`src/rtl/uart_cmd_framer.sv`:
```
// Frames opcode/data-high/data-low UART bytes into a command word and runs a
// single-byte response handshake. Optional inter-byte timeout: CMD_TIMEOUT_EN.
module uart_cmd_framer #(
  parameter int unsigned TIMEOUT_CYC = 50000
) (
  input  logic        clk,
  input  logic        rst,
  input  logic        rx_rdy,
  input  logic [7:0]  rx_data,
  output logic        clr_rx_rdy,
  output logic        cmd_rdy,
  output logic [7:0]  cmd,
  output logic [15:0] data,
  input  logic        clr_cmd_rdy,
  input  logic        send_resp,
  input  logic [7:0]  resp,
  output logic        trmt,
  output logic [7:0]  tx_data,
  input  logic        tx_done,
  output logic        resp_busy,
  output logic        resp_sent,
  output logic        frame_err
);

  typedef enum logic [1:0] {WAIT_OP, WAIT_HI, WAIT_LO} rx_state_t;

  rx_state_t  state, state_nxt;
  logic       capture;
  logic       ld_op, ld_hi, ld_lo;
  logic       expire;
  logic [7:0] op_sh, hi_sh;

  always_ff @(posedge clk) begin
    if (rst) state <= WAIT_OP;
    else     state <= state_nxt;
  end

  always_comb begin
    state_nxt = state;
    if (capture) begin
      case (state)
        WAIT_OP: state_nxt = WAIT_HI;
        WAIT_HI: state_nxt = WAIT_LO;
        default: state_nxt = WAIT_OP;
      endcase
    end else if (expire) begin
      state_nxt = WAIT_OP;
    end
  end

  always_comb begin
    capture    = rx_rdy && !rst;
    clr_rx_rdy = capture;
    ld_op      = capture && (state == WAIT_OP);
    ld_hi      = capture && (state == WAIT_HI);
    ld_lo      = capture && (state == WAIT_LO);
  end

`ifdef CMD_TIMEOUT_EN
  logic [15:0] to_cnt;

  // A capture in the expiry cycle takes precedence, so expiry requires !capture.
  assign expire = (state != WAIT_OP) && !capture &&
                  (to_cnt == 16'(TIMEOUT_CYC - 1));

  always_ff @(posedge clk) begin
    if (rst || capture || expire) to_cnt <= '0;
    else if (state != WAIT_OP)    to_cnt <= to_cnt + 16'd1;
  end

  always_ff @(posedge clk) begin
    if (rst) frame_err <= 1'b0;
    else     frame_err <= expire;
  end
`else
  logic unused_timeout_cfg;
  assign unused_timeout_cfg = (TIMEOUT_CYC == 0);
  assign expire    = 1'b0;
  assign frame_err = 1'b0;
`endif

  always_ff @(posedge clk) begin
    if (rst) begin
      op_sh <= '0;
      hi_sh <= '0;
      cmd   <= '0;
      data  <= '0;
    end else begin
      if (ld_op) op_sh <= rx_data;
      if (ld_hi) hi_sh <= rx_data;
      if (ld_lo) begin
        cmd  <= op_sh;
        data <= {hi_sh, rx_data};
      end
    end
  end

  // Completion outranks both the consumer clear and a new-frame clear.
  always_ff @(posedge clk) begin
    if (rst)                       cmd_rdy <= 1'b0;
    else if (ld_lo)                cmd_rdy <= 1'b1;
    else if (ld_op || clr_cmd_rdy) cmd_rdy <= 1'b0;
  end

  always_ff @(posedge clk) begin
    if (rst) begin
      trmt      <= 1'b0;
      tx_data   <= '0;
      resp_busy <= 1'b0;
      resp_sent <= 1'b0;
    end else begin
      trmt      <= 1'b0;
      resp_sent <= 1'b0;
      if (send_resp && !resp_busy) begin
        trmt      <= 1'b1;
        tx_data   <= resp;
        resp_busy <= 1'b1;
      end else if (tx_done && resp_busy && !trmt) begin
        resp_busy <= 1'b0;
        resp_sent <= 1'b1;
      end
    end
  end

endmodule

```
`config.mk`:
```
export PLATFORM = sky130hd
export DESIGN_NAME = uart_cmd_framer
export DESIGN_NICKNAME = d
export VERILOG_FILES = /design/src/rtl/uart_cmd_framer.sv
export SDC_FILE = /design/constraint.sdc
export NUM_CORES = 1
export LEC_CHECK = 0
export ABC_CLOCK_PERIOD_IN_PS = 1180
export BUFFER_PORTS_ARGS = -buffer_cell sky130_fd_sc_hd__buf_2
export CAP_MARGIN = 10
export CELL_PAD_IN_SITES_DETAIL_PLACEMENT = 1
export CELL_PAD_IN_SITES_GLOBAL_PLACEMENT = 1
export CORE_UTILIZATION = 34
export CTS_BUF_LIST = sky130_fd_sc_hd__clkbuf_8
export CTS_CLUSTER_DIAMETER = 50
export DETAILED_ROUTE_END_ITERATION = 8
export PLACE_DENSITY_LB_ADDON = 0.1
export SYNTH_ARGS = -nofsm -noshare
export SYNTH_HDL_FRONTEND = slang
export SYNTH_SLANG_ARGS = --single-unit
```
`constraint.sdc`:
```
create_clock -name clk -period 1.18 [get_ports clk]
set_input_delay 0.177 -clock clk [delete_from_list [all_inputs] [get_ports clk]]
set_output_delay 0.177 -clock clk [all_outputs]
set_load 0.02 [all_outputs]
```
==> results of run 1 <==
## worst max-delay path by stage
stage / startpoint / endpoint / slack, ps / cells past startpoint
final: state[1]$_SDFFE_PP0P_ / op_sh[7]$_SDFFE_PP0P_ / 8 / 3
after global routing: state[1]$_SDFFE_PP0P_ / cmd[4]$_SDFFE_PP0P_ / -70 / 5
after CTS: state[1]$_SDFFE_PP0P_ / op_sh[2]$_SDFFE_PP0P_ / 4 / 3
after detailed placement: state[1]$_SDFFE_PP0P_ / op_sh[2]$_SDFFE_PP0P_ / 30 / 3
after global placement: state[1]$_SDFFE_PP0P_ / op_sh[7]$_SDFFE_PP0P_ / 40 / 3
after floorplan: state[0]$_SDFFE_PP0P_ / op_sh[0]$_SDFFE_PP0P_ / 50 / 5
## per-layer routing
layer,up-vias,share of wire [%],global-route usage [%]
met4,0,1.1,5.56
met2,43,47,28.0
met3,5,5.1,4.65
met5,-,0,0
li1,879,-,-
met1,826,47,22.0
## power by group through the flow
| stage | Combinational [mW] | Clock (mW) | Sequential [mW] |
|---|---|---|---|
| floorplan | 0.182 | 0 | 1.99 |
| global placement | 0.344 | 0 | 1.96 |
| detailed placement | 0.350 | 0 | 1.96 |
| CTS | 0.351 | 1.09 | 1.92 |
| global route | 0.394 | 1.17 | 1.92 |
| finish | 0.354 | 1.05 | 1.92 |
## Yosys cell counts (2+ instances only)
master / count
buf_4: 2
buf_2: 5
nand3b_1: 2
and3b_1: 2
buf_6: 5
a21oi_1: 43
nand2_1: 96
nor2b_1: 2
dfxtp_1: 54
clkbuf_1: 5
nand2b_1: 3
a21oi_2: 9
## cells by family (layout without fill, tap and decap cells)
kind of cell / Yosys count / count (layout) / share of synthesized area (%)
AND/OR/NAND/NOR: 111 / 111 / 24.0
flip-flops: 54 / 54 / 54.5
AO/OA/AOI/OAI: 53 / 53 / 15.1
buffers and inverters: 19 / 81 / 6.18
other: 1 / 1 / 0.189
## flip-flops by register name, indices dropped and copies added (netlist names)
signal     flops
state          2
cmd            8
resp_busy      1
trmt           1
hi_sh          8
data          16
op_sh          8
tx_data        8
resp_sent      1
cmd_rdy        1
## worst max-delay path, delay by kind of cell, from the launching register on
kind / cells / cell delay [ps]
AOI/OAI and AO/OA: 1 / 70
and+or+nand+nor: 2 / 680
DFF: 1 / 320
## per-stage QoR
stage,util [%],cells,power (mW),cell area (sq um)
6_report,44.6,372,3.31,2490
4_1_cts,44.0,372,3.36,2450
3_5_place_dp,42.4,364,2.31,2360
5_1_grt,44.6,372,3.49,2490
3_3_place_gp,42.4,364,2.30,2360
2_1_floorplan,-,238,2.17,1980
## layout by cell type (no fill, tap or decap), types with 2 or more instances in the layout
cell / count
nand2b_1: 2
nor2b_1: 2
clkbuf_8: 5
buf_6: 3
and3b_2: 2
a21oi_1: 42
buf_8: 2
nand2_1: 96
clkinv_2: 2
buf_2: 58
dfxtp_1: 53
a21oi_2: 10
nand3b_1: 2
buf_4: 8
## timing repair
| item | in CTS | in global routing |
|---|---|---|
| endpoints found under the hold margin | 0 | 0 |
| endpoints found under the setup margin | 0 | 41 |
| gates resized for setup | 0 | 12 |
## layout make-up
type                    instances  area [sq um]
clock buffers                   5          68.8
flip-flops and latches         54          1080
clock inverters                 3          18.8
repair buffers                 72           434
multi-input cells             165           788
well taps                      72          90.1
inverters                       1          3.75
fillers                       722          3090
==> run summary, run 1 <==
Reg-to-Reg Start: state[1]$_SDFFE_PP0P_
Core area: 5570 sq um
Post-synth top area cell: dfxtp_1
Yosys reg bits: 54
Crit-path cells: or3b_1 > nand2_1 > a21oi_1
ANT nets after route: 0
Post-route setup TNS: 0 ps
Number of remaining DRC errors: 0
Max stage delay on crit path: 550 ps
Critical Path RT: 1390 ps
Combinational share of power: 10.7%
Seq/Total Area, Yosys: 54.5%
CP Max Fanout: 9
Slowest stage cell, crit path: or3b_1
Cell variety after synth: 22
Synth area leaders: dfxtp_1, nand2_1, a21oi_1
WS Path Type: register to register
Clock share of power: 31.5%
TritonCTS Buffers: 5
Initial antenna violation count: 0
Std-Cell Rows: 27
EDFF count, synth: 0
P_sw: 0.874 mW
Slew Limit Fails: 0
Clock sink count: 54
Number of detailed-route iterations in the first pass: 4
CTS tree: built
Worst hold start: tx_done
Flop pwr share: 57.8%
Hold Path End: resp_sent$_SDFF_PP0_
Antenna diode count: 0
# IOs: 60
Sw Share: 26.4%
Worst VDD drop: 495 uV
Worst skew pair latency: 310 ps
Yosys warnings: 0
Share of the synthesized area in the top cell type: 54.5%
DIE WIDTH: 78.4 um
Leakage: 1.04 nW
Startpoint types: register
Gpl congestion: 0.702
Vias: 1753
PortBufs: 58
Post-synthesis cell count: 238
Pre-CTS setup slack: 26.2 ps
Run status: finished, final reports clean
Area of the mapped netlist: 1980 sq um
1st-iter DRT viols: 50
GR Overflow Total: 0
Hold crit path type: input pin to register
Initial Utilization: 35.6%
Max-cap violation count: 0
WL/cell: 13.3 um
Slack of the worst reg-to-reg path: 8 ps
Area Growth Syn to Fin: 25.4%
Die span in y: 78.4 um
Mean Syn Cell Area: 8.33 sq um
Largest net degree at the start of global routing: 33
Final count of hold timing violations: 0
RSZ-0062 raised after global routing: true
Vias/cell: 4.71
Final setup violation count: 0
Min Tclk post-route: 1170 ps
Fraction of registers with async set or reset after synthesis: 0%
Post-CTS setup buffer count: 0
Worst Setup End Kind: register
Vias in the first global route: 1612
Share of layout cells above drive strength 1: 32.0%
Total global-route track usage: 17.2%
WL final: 4940 um
Crit path arrival time: 1380 ps
H-Tree Level Count: 2
Final HPWL DP: 3520 um
PD cells: 1330 nW/um^2
Pint: 2.44 mW
Worst Setup Slack, final: 8.31 ps
FF-to-FF End: op_sh[7]$_SDFFE_PP0P_
Hold_buf cts: 0
First-pass GRT wire length: 8140 um
Max Clk Rate: 853 MHz
Post-synth top flop: dfxtp_1
Depth of the worst register-to-register path: 3
Worst hold margin: 97.2 ps
NumNets Final: 321
Mapped Nets: 260
Clock Tree Buf Depth: 2
Min-Delay Path Depth: 3
Root Driver: clkbuf_8
Die area: 6140 sq um
Period utilisation layout: 99.3%
Clock Skews: 14.6 ps
Worst-path clk slew: 100 ps
Note: power is estimated with default switching activity, not from simulation.
==> run 2: changes to the inputs <==
--- a/config.mk
+++ b/config.mk
@@ -5,12 +5,12 @@
 export SDC_FILE = /design/constraint.sdc
 export NUM_CORES = 1
 export LEC_CHECK = 0
-export ABC_CLOCK_PERIOD_IN_PS = 1180
+export ABC_CLOCK_PERIOD_IN_PS = 1400
 export BUFFER_PORTS_ARGS = -buffer_cell sky130_fd_sc_hd__buf_2
 export CAP_MARGIN = 10
 export CELL_PAD_IN_SITES_DETAIL_PLACEMENT = 1
 export CELL_PAD_IN_SITES_GLOBAL_PLACEMENT = 1
-export CORE_UTILIZATION = 34
+export CORE_UTILIZATION = 41
 export CTS_BUF_LIST = sky130_fd_sc_hd__clkbuf_8
 export CTS_CLUSTER_DIAMETER = 50
 export DETAILED_ROUTE_END_ITERATION = 8
==> constraint.sdc (replaced) <==
create_clock -name clk -period 1.4 [get_ports clk]
set_input_delay 0.21 -clock clk [delete_from_list [all_inputs] [get_ports clk]]
set_output_delay 0.21 -clock clk [all_outputs]
set_load 0.02 [all_outputs]
==> run 2 against run 1 <==
Power is 17% lower. Worst setup slack better by 150 ps. First-iteration DRC count is 30% higher. Register-to-register slack better by 150 ps.
==> run summary, run 2 (synthesized netlist as in run 1, its figures left out) <==
Hold_buf cts: 0 (unchanged)
Number of flip-flops in the largest register: 16 (unchanged)
WS Path Type: register to register
Slew of the pin with the lowest slew margin: 547 ps
Share of layout cells above drive strength 1: 28.3% (-3.7 points)
RSZ-0062 raised after global routing: false
Worst skew pair latency: 300 ps (about the same)
CTS tree: built
Final setup violation count: 0 (unchanged)
Hold crit path type: input pin to register
Max_slew headroom: 63.5%
Slew Limit Fails: 0 (unchanged)
Vias/cell: 4.94 (+4.9%)
Number of detailed-route iterations in the first pass: 4 (unchanged)
PD cells: 1170 nW/um^2 (-12%)
Top reg by flops: data
Initial antenna violation count: 0 (unchanged)
NumNets Final: 314 (-2.2%)
Fillers: 586 (-19%)
CP Max Fanout: 9 (unchanged)
Most frequent cells in the layout: nand2_1, buf_2, dfxtp_1
# IOs: 60 (unchanged)
Min-Delay Path Depth: 3 (unchanged)
Critical Path RT: 1590 ps (+200 ps)
1st-iter DRT viols: 65 (+30%)
Die span in y: 71.6 um (-8.7%)
Core area: 4500 sq um (-19%)
Total global-route track usage: 20.0% (+2.8 points)
Final count of hold timing violations: 0 (unchanged)
Post-cts resize count: 0 (unchanged)
First-pass GRT wire length: 7950 um (-2.3%)
Startpoint types: register
Leakage: 0.998 nW (-4.2%)
H-Tree Level Count: 2 (unchanged)
Max Clk Rate: 807 MHz (-5.4%)
GR Overflow Total: 0 (unchanged)
Post-CTS setup buffer count: 0 (unchanged)
Std-Cell Rows: 24 (-11%)
Clock Skews: 3.96 ps (-10.6 ps)
Number of remaining DRC errors: 0 (unchanged)
Die area: 5120 sq um (-17%)
WL final: 4680 um (-5.3%)
Pre-CTS setup slack: 168 ps (+142 ps)
Initial Utilization: 44.0% (+8.4 points)
Run status: finished, final reports clean
Worst-path clk slew: 90 ps (about the same)
Worst Setup End Kind: register
DIE WIDTH: 71.6 um (-8.7%)
Crit path arrival time: 1430 ps (+50 ps)
Largest net degree at the start of global routing: 25 (-24%)
Slack of the worst reg-to-reg path: 160 ps (+150 ps)
TritonCTS Buffers: 5 (unchanged)
Final HPWL DP: 3380 um (-4.1%)
ANT nets after route: 0 (unchanged)
Worst VDD drop: 417 uV (-16%)
PortBufs: 58 (unchanged)
Min Tclk post-route: 1240 ps (+67.4 ps)
Commonest non-fill, non-tap cell in the layout: nand2_1
Root Driver: clkbuf_8
Vias: 1706 (-2.7%)
Clock sink count: 54 (unchanged)
Period utilisation layout: 88.5% (-11 points)
Vias in the first global route: 1666 (+3.3%)
Antenna diode count: 0 (unchanged)
Post-route setup TNS: 0 ps (unchanged)
Area Growth Syn to Fin: 19.2%
Clock Tree Buf Depth: 2 (unchanged)
Worst Setup Slack, final: 161 ps (+153 ps)
Depth of the worst register-to-register path: 3 (unchanged)
Gpl congestion: 0.747 (+6.3%)
WL/cell: 13.6 um (+2.1%)
Max-cap violation count: 0 (unchanged)
==> run 2: cell count changes in the layout (fill, tap and decap cells not counted), sizes merged <==
| cell | change |
|---|---|
| clkbuf | +1 |
| clkinv | -1 |
| buf | -7 |
==> run 2: worst paths after layout <==
path                         start                       to
max          state[1]$_SDFFE_PP0P_    op_sh[5]$_SDFFE_PP0P_
min                        resp[2]  tx_data[2]$_SDFFE_PP0P_
max reg2reg  state[1]$_SDFFE_PP0P_    op_sh[5]$_SDFFE_PP0P_
min reg2reg   data[7]$_SDFFE_PP0P_     data[7]$_SDFFE_PP0P_
==> run 2: critical path, stage by stage, from the launching register on <==
cell     delay [ps]
dfxtp_1         370
or3b_1          560
nand2_1         130
a21oi_1          70
==> run 2: cell type report <==
class | instances | area [sq um] | area share [%]
multi-input cells | 165 | 779 | 33.0
clock inverters | 2 | 8.76 | 0.371
repair buffers | 65 | 343 | 14.5
flip-flops and latches | 54 | 1080 | 45.7
clock buffers | 6 | 82.6 | 3.49
inverters | 1 | 3.75 | 0.159
well taps | 52 | 65.1 | 2.75
==> run 2: layer usage <==
layer / part of all wire, % / GRT usage [%]
met2: 46 / 32.5
met3: 3.9 / 4.64
met5: 0 / 0
met1: 49 / 26.6
met4: 1.2 / 5.88
==> run 2: stage by stage <==
| stage | instances | util [%] | hold slack (ps) | area (sq um) | total power [mW] |
|---|---|---|---|---|---|
| after floorplan | 238 | - | 344 | 1980 | 1.83 |
| after global placement | 337 | 50.4 | 432 | 2270 | 1.91 |
| after detailed placement | 337 | 50.4 | 443 | 2270 | 1.92 |
| after CTS | 345 | 52.5 | 128 | 2360 | 2.80 |
| after global routing | 345 | 52.5 | 145 | 2360 | 2.89 |
| final | 345 | 52.5 | 140 | 2360 | 2.76 |
==> run 2: power breakdown <==
part / switching, mW / leakage (nW) / internal (mW)
sequential: 0.0316 / 0.439 / 1.59
combinational: 0.168 / 0.507 / 0.0946
clock: 0.489 / 0.0524 / 0.393
total: 0.689 / 0.998 / 2.07
==> run 3: changes to the inputs <==
--- a/config.mk
+++ b/config.mk
@@ -5,12 +5,12 @@
 export SDC_FILE = /design/constraint.sdc
 export NUM_CORES = 1
 export LEC_CHECK = 0
-export ABC_CLOCK_PERIOD_IN_PS = 1400
+export ABC_CLOCK_PERIOD_IN_PS = 1300
 export BUFFER_PORTS_ARGS = -buffer_cell sky130_fd_sc_hd__buf_2
 export CAP_MARGIN = 10
 export CELL_PAD_IN_SITES_DETAIL_PLACEMENT = 1
 export CELL_PAD_IN_SITES_GLOBAL_PLACEMENT = 1
-export CORE_UTILIZATION = 41
+export CORE_UTILIZATION = 38
 export CTS_BUF_LIST = sky130_fd_sc_hd__clkbuf_8
 export CTS_CLUSTER_DIAMETER = 50
 export DETAILED_ROUTE_END_ITERATION = 8
==> constraint.sdc (replaced) <==
create_clock -name clk -period 1.3 [get_ports clk]
set_input_delay 0.195 -clock clk [delete_from_list [all_inputs] [get_ports clk]]
set_output_delay 0.195 -clock clk [all_outputs]
set_load 0.02 [all_outputs]
==> run 3 against run 2 <==
Largest cell class unchanged. Sequential power grew 7%. Count of clock-buffer cells in the layout shrank 1. Core utilization shrank 2.8 points. Final area grew 2.5%. Die area grew 7.7%. Wire length is the same. Via count grew 1.5%. Worst setup slack lost 19 ps. Worst hold slack lost 10 ps. Largest power group unchanged. Critical path type unchanged. Cell count grew 5.2%.
==> run summary, run 3 (synthesized netlist as in run 1, its figures left out) <==
Leakage: 1.02 nW (+2.4%)
TritonCTS Buffers: 5 (unchanged)
Run status: finished, final reports clean
Crit-path cells: and3b_1 > nand2_1 > a21oi_1
Final count of hold timing violations: 0 (unchanged)
Die span in y: 74.2 um (+3.8%)
Worst-path clk slew: 90 ps (about the same)
Area Growth Syn to Fin: 22.1%
Footprint of the multi-input gates: 782 sq um (+0.32%)
Largest net degree at the start of global routing: 16 (-36%)
Final HPWL DP: 3410 um (+1.1%)
RSZ-0062 raised after global routing: false
1st-iter DRT viols: 31 (-52%)
WS Path Type: register to register
Crit path arrival time: 1400 ps (-30 ps)
Final Power: 3.11 mW (+12%)
Share of layout cells above drive strength 1: 29.1% (+0.73 points)
Critical path depth: 3 (unchanged)
Slew Limit Fails: 0 (unchanged)
Die area: 5510 sq um (+7.7%)
Period utilisation layout: 89.1% (+0.57 points)
Final setup violation count: 0 (unchanged)
CTS tree: built
GR Overflow Total: 0 (unchanged)
Worst hold margin: 130 ps (-10.3 ps)
Number of flip-flops in the largest register: 16 (unchanged)
Vias/cell: 4.77 (-3.6%)
Most frequent cells in the layout: nand2_1, buf_2, dfxtp_1
First-pass GRT wire length: 7710 um (-3.0%)
Clock sink count: 54 (unchanged)
H-Tree Level Count: 2 (unchanged)
DIE WIDTH: 74.2 um (+3.8%)
Initial antenna violation count: 0 (unchanged)
Number of detailed-route iterations in the first pass: 4 (unchanged)
Max stage delay on crit path: 460 ps (-100 ps)
WL final: 4680 um (unchanged)
Std-Cell Rows: 25 (+4.2%)
CP Buf/Inv Count: 0 (unchanged)
Register area: 1080 sq um (unchanged)
Pre-CTS setup slack: 65.6 ps (-103 ps)
Total global-route track usage: 18.5% (-1.4 points)
PortBufs: 58 (unchanged)
ANT nets after route: 0 (unchanged)
PD cells: 1280 nW/um^2 (+9.7%)
Vias: 1731 (+1.5%)
Min Tclk post-route: 1160 ps (-81.1 ps)
Gpl congestion: 0.686 (-8.1%)
Worst VDD drop: 462 uV (+11%)
Antenna diode count: 0 (unchanged)
Fin util: 49.6% (-2.8 points)
Post-route setup TNS: 0 ps (unchanged)
Post-CTS setup buffer count: 0 (unchanged)
Root Driver: clkbuf_8
Worst skew pair latency: 300 ps (about the same)
# IOs: 60 (unchanged)
Max Clk Rate: 864 MHz (+7.0%)
Min-Delay Path Depth: 3 (unchanged)
Worst Setup Slack, final: 142 ps (-18.9 ps)
Clock Skews: 6.87 ps (+2.91 ps)
Critical Path RT: 1540 ps (-50 ps)
Worst Setup End Kind: register
WL/cell: 12.9 um (-5.0%)
Number of remaining DRC errors: 0 (unchanged)
NumNets Final: 317 (+0.96%)
Initial Utilization: 40.6% (-3.4 points)
Final Cell Area: 2420 sq um (+2.5%)
Placement Cell Area: 2310 sq um (+1.8%)
Top reg by flops: data
CP Max Fanout: 8 (-1)
Placed Cells: 355 (+5.3%)
Startpoint types: register
Fillers: 637 (+8.7%)
Hold crit path type: input pin to register
Clock Tree Buf Depth: 2 (unchanged)
Depth of the worst register-to-register path: 3 (unchanged)
Max-cap violation count: 0 (unchanged)
Slowest stage cell, crit path: dfxtp_1
Vias in the first global route: 1673 (+0.42%)
Core area: 4880 sq um (+8.3%)
Commonest non-fill, non-tap cell in the layout: nand2_1
Crit-path leading delay family: simple AND/OR/NAND/NOR gates
Finished Layout Cells: 363 (+5.2%)
## run 3: worst reg2reg max path, stage by stage (launching register included)
cell and delay [ps]:
dfxtp_1 460, and3b_1 400, nand2_1 120, a21oi_1 120
## run 3: final timing paths
check             slack, ps             startpoint                       to
setup / recovery        140  state[0]$_SDFFE_PP0P_    hi_sh[3]$_SDFFE_PP0P_
setup reg to reg        140  state[0]$_SDFFE_PP0P_    hi_sh[3]$_SDFFE_PP0P_
hold reg to reg         450   data[8]$_SDFFE_PP0P_     data[8]$_SDFFE_PP0P_
hold / removal          130                resp[4]  tx_data[4]$_SDFFE_PP0P_
## run 3: power breakdown
part	leakage [nW]	switching [mW]	internal, mW
Clock	0.0607	0.510	0.561
Sequential	0.439	0.0333	1.71
Combinational	0.522	0.183	0.110
Total	1.02	0.727	2.38
## run 3: layout make-up
type                            instances  area share [%]
Sequential cell                        54            44.6
Multi-Input combinational cell        165            32.3
Timing Repair Buffer                   68            15.1
Tap cell                               67            3.46
Clock buffer                            5            2.84
Clock inverter                          3            1.55
Inverter                                1           0.155
## run 3: metal layers
metal | GRT usage, % | share of wire, % | routed length, um
met5 | 0 | 0 | 0
met4 | 5.66 | 1.1 | 51
met3 | 5.01 | 5.1 | 240
met2 | 32.1 | 47 | 2220
met1 | 22.4 | 46 | 2170
## run 3: what timing repair did
action,CTS,global route
endpoints found under the setup margin,0,3
hold buffers,0,0
gates resized for setup,0,1
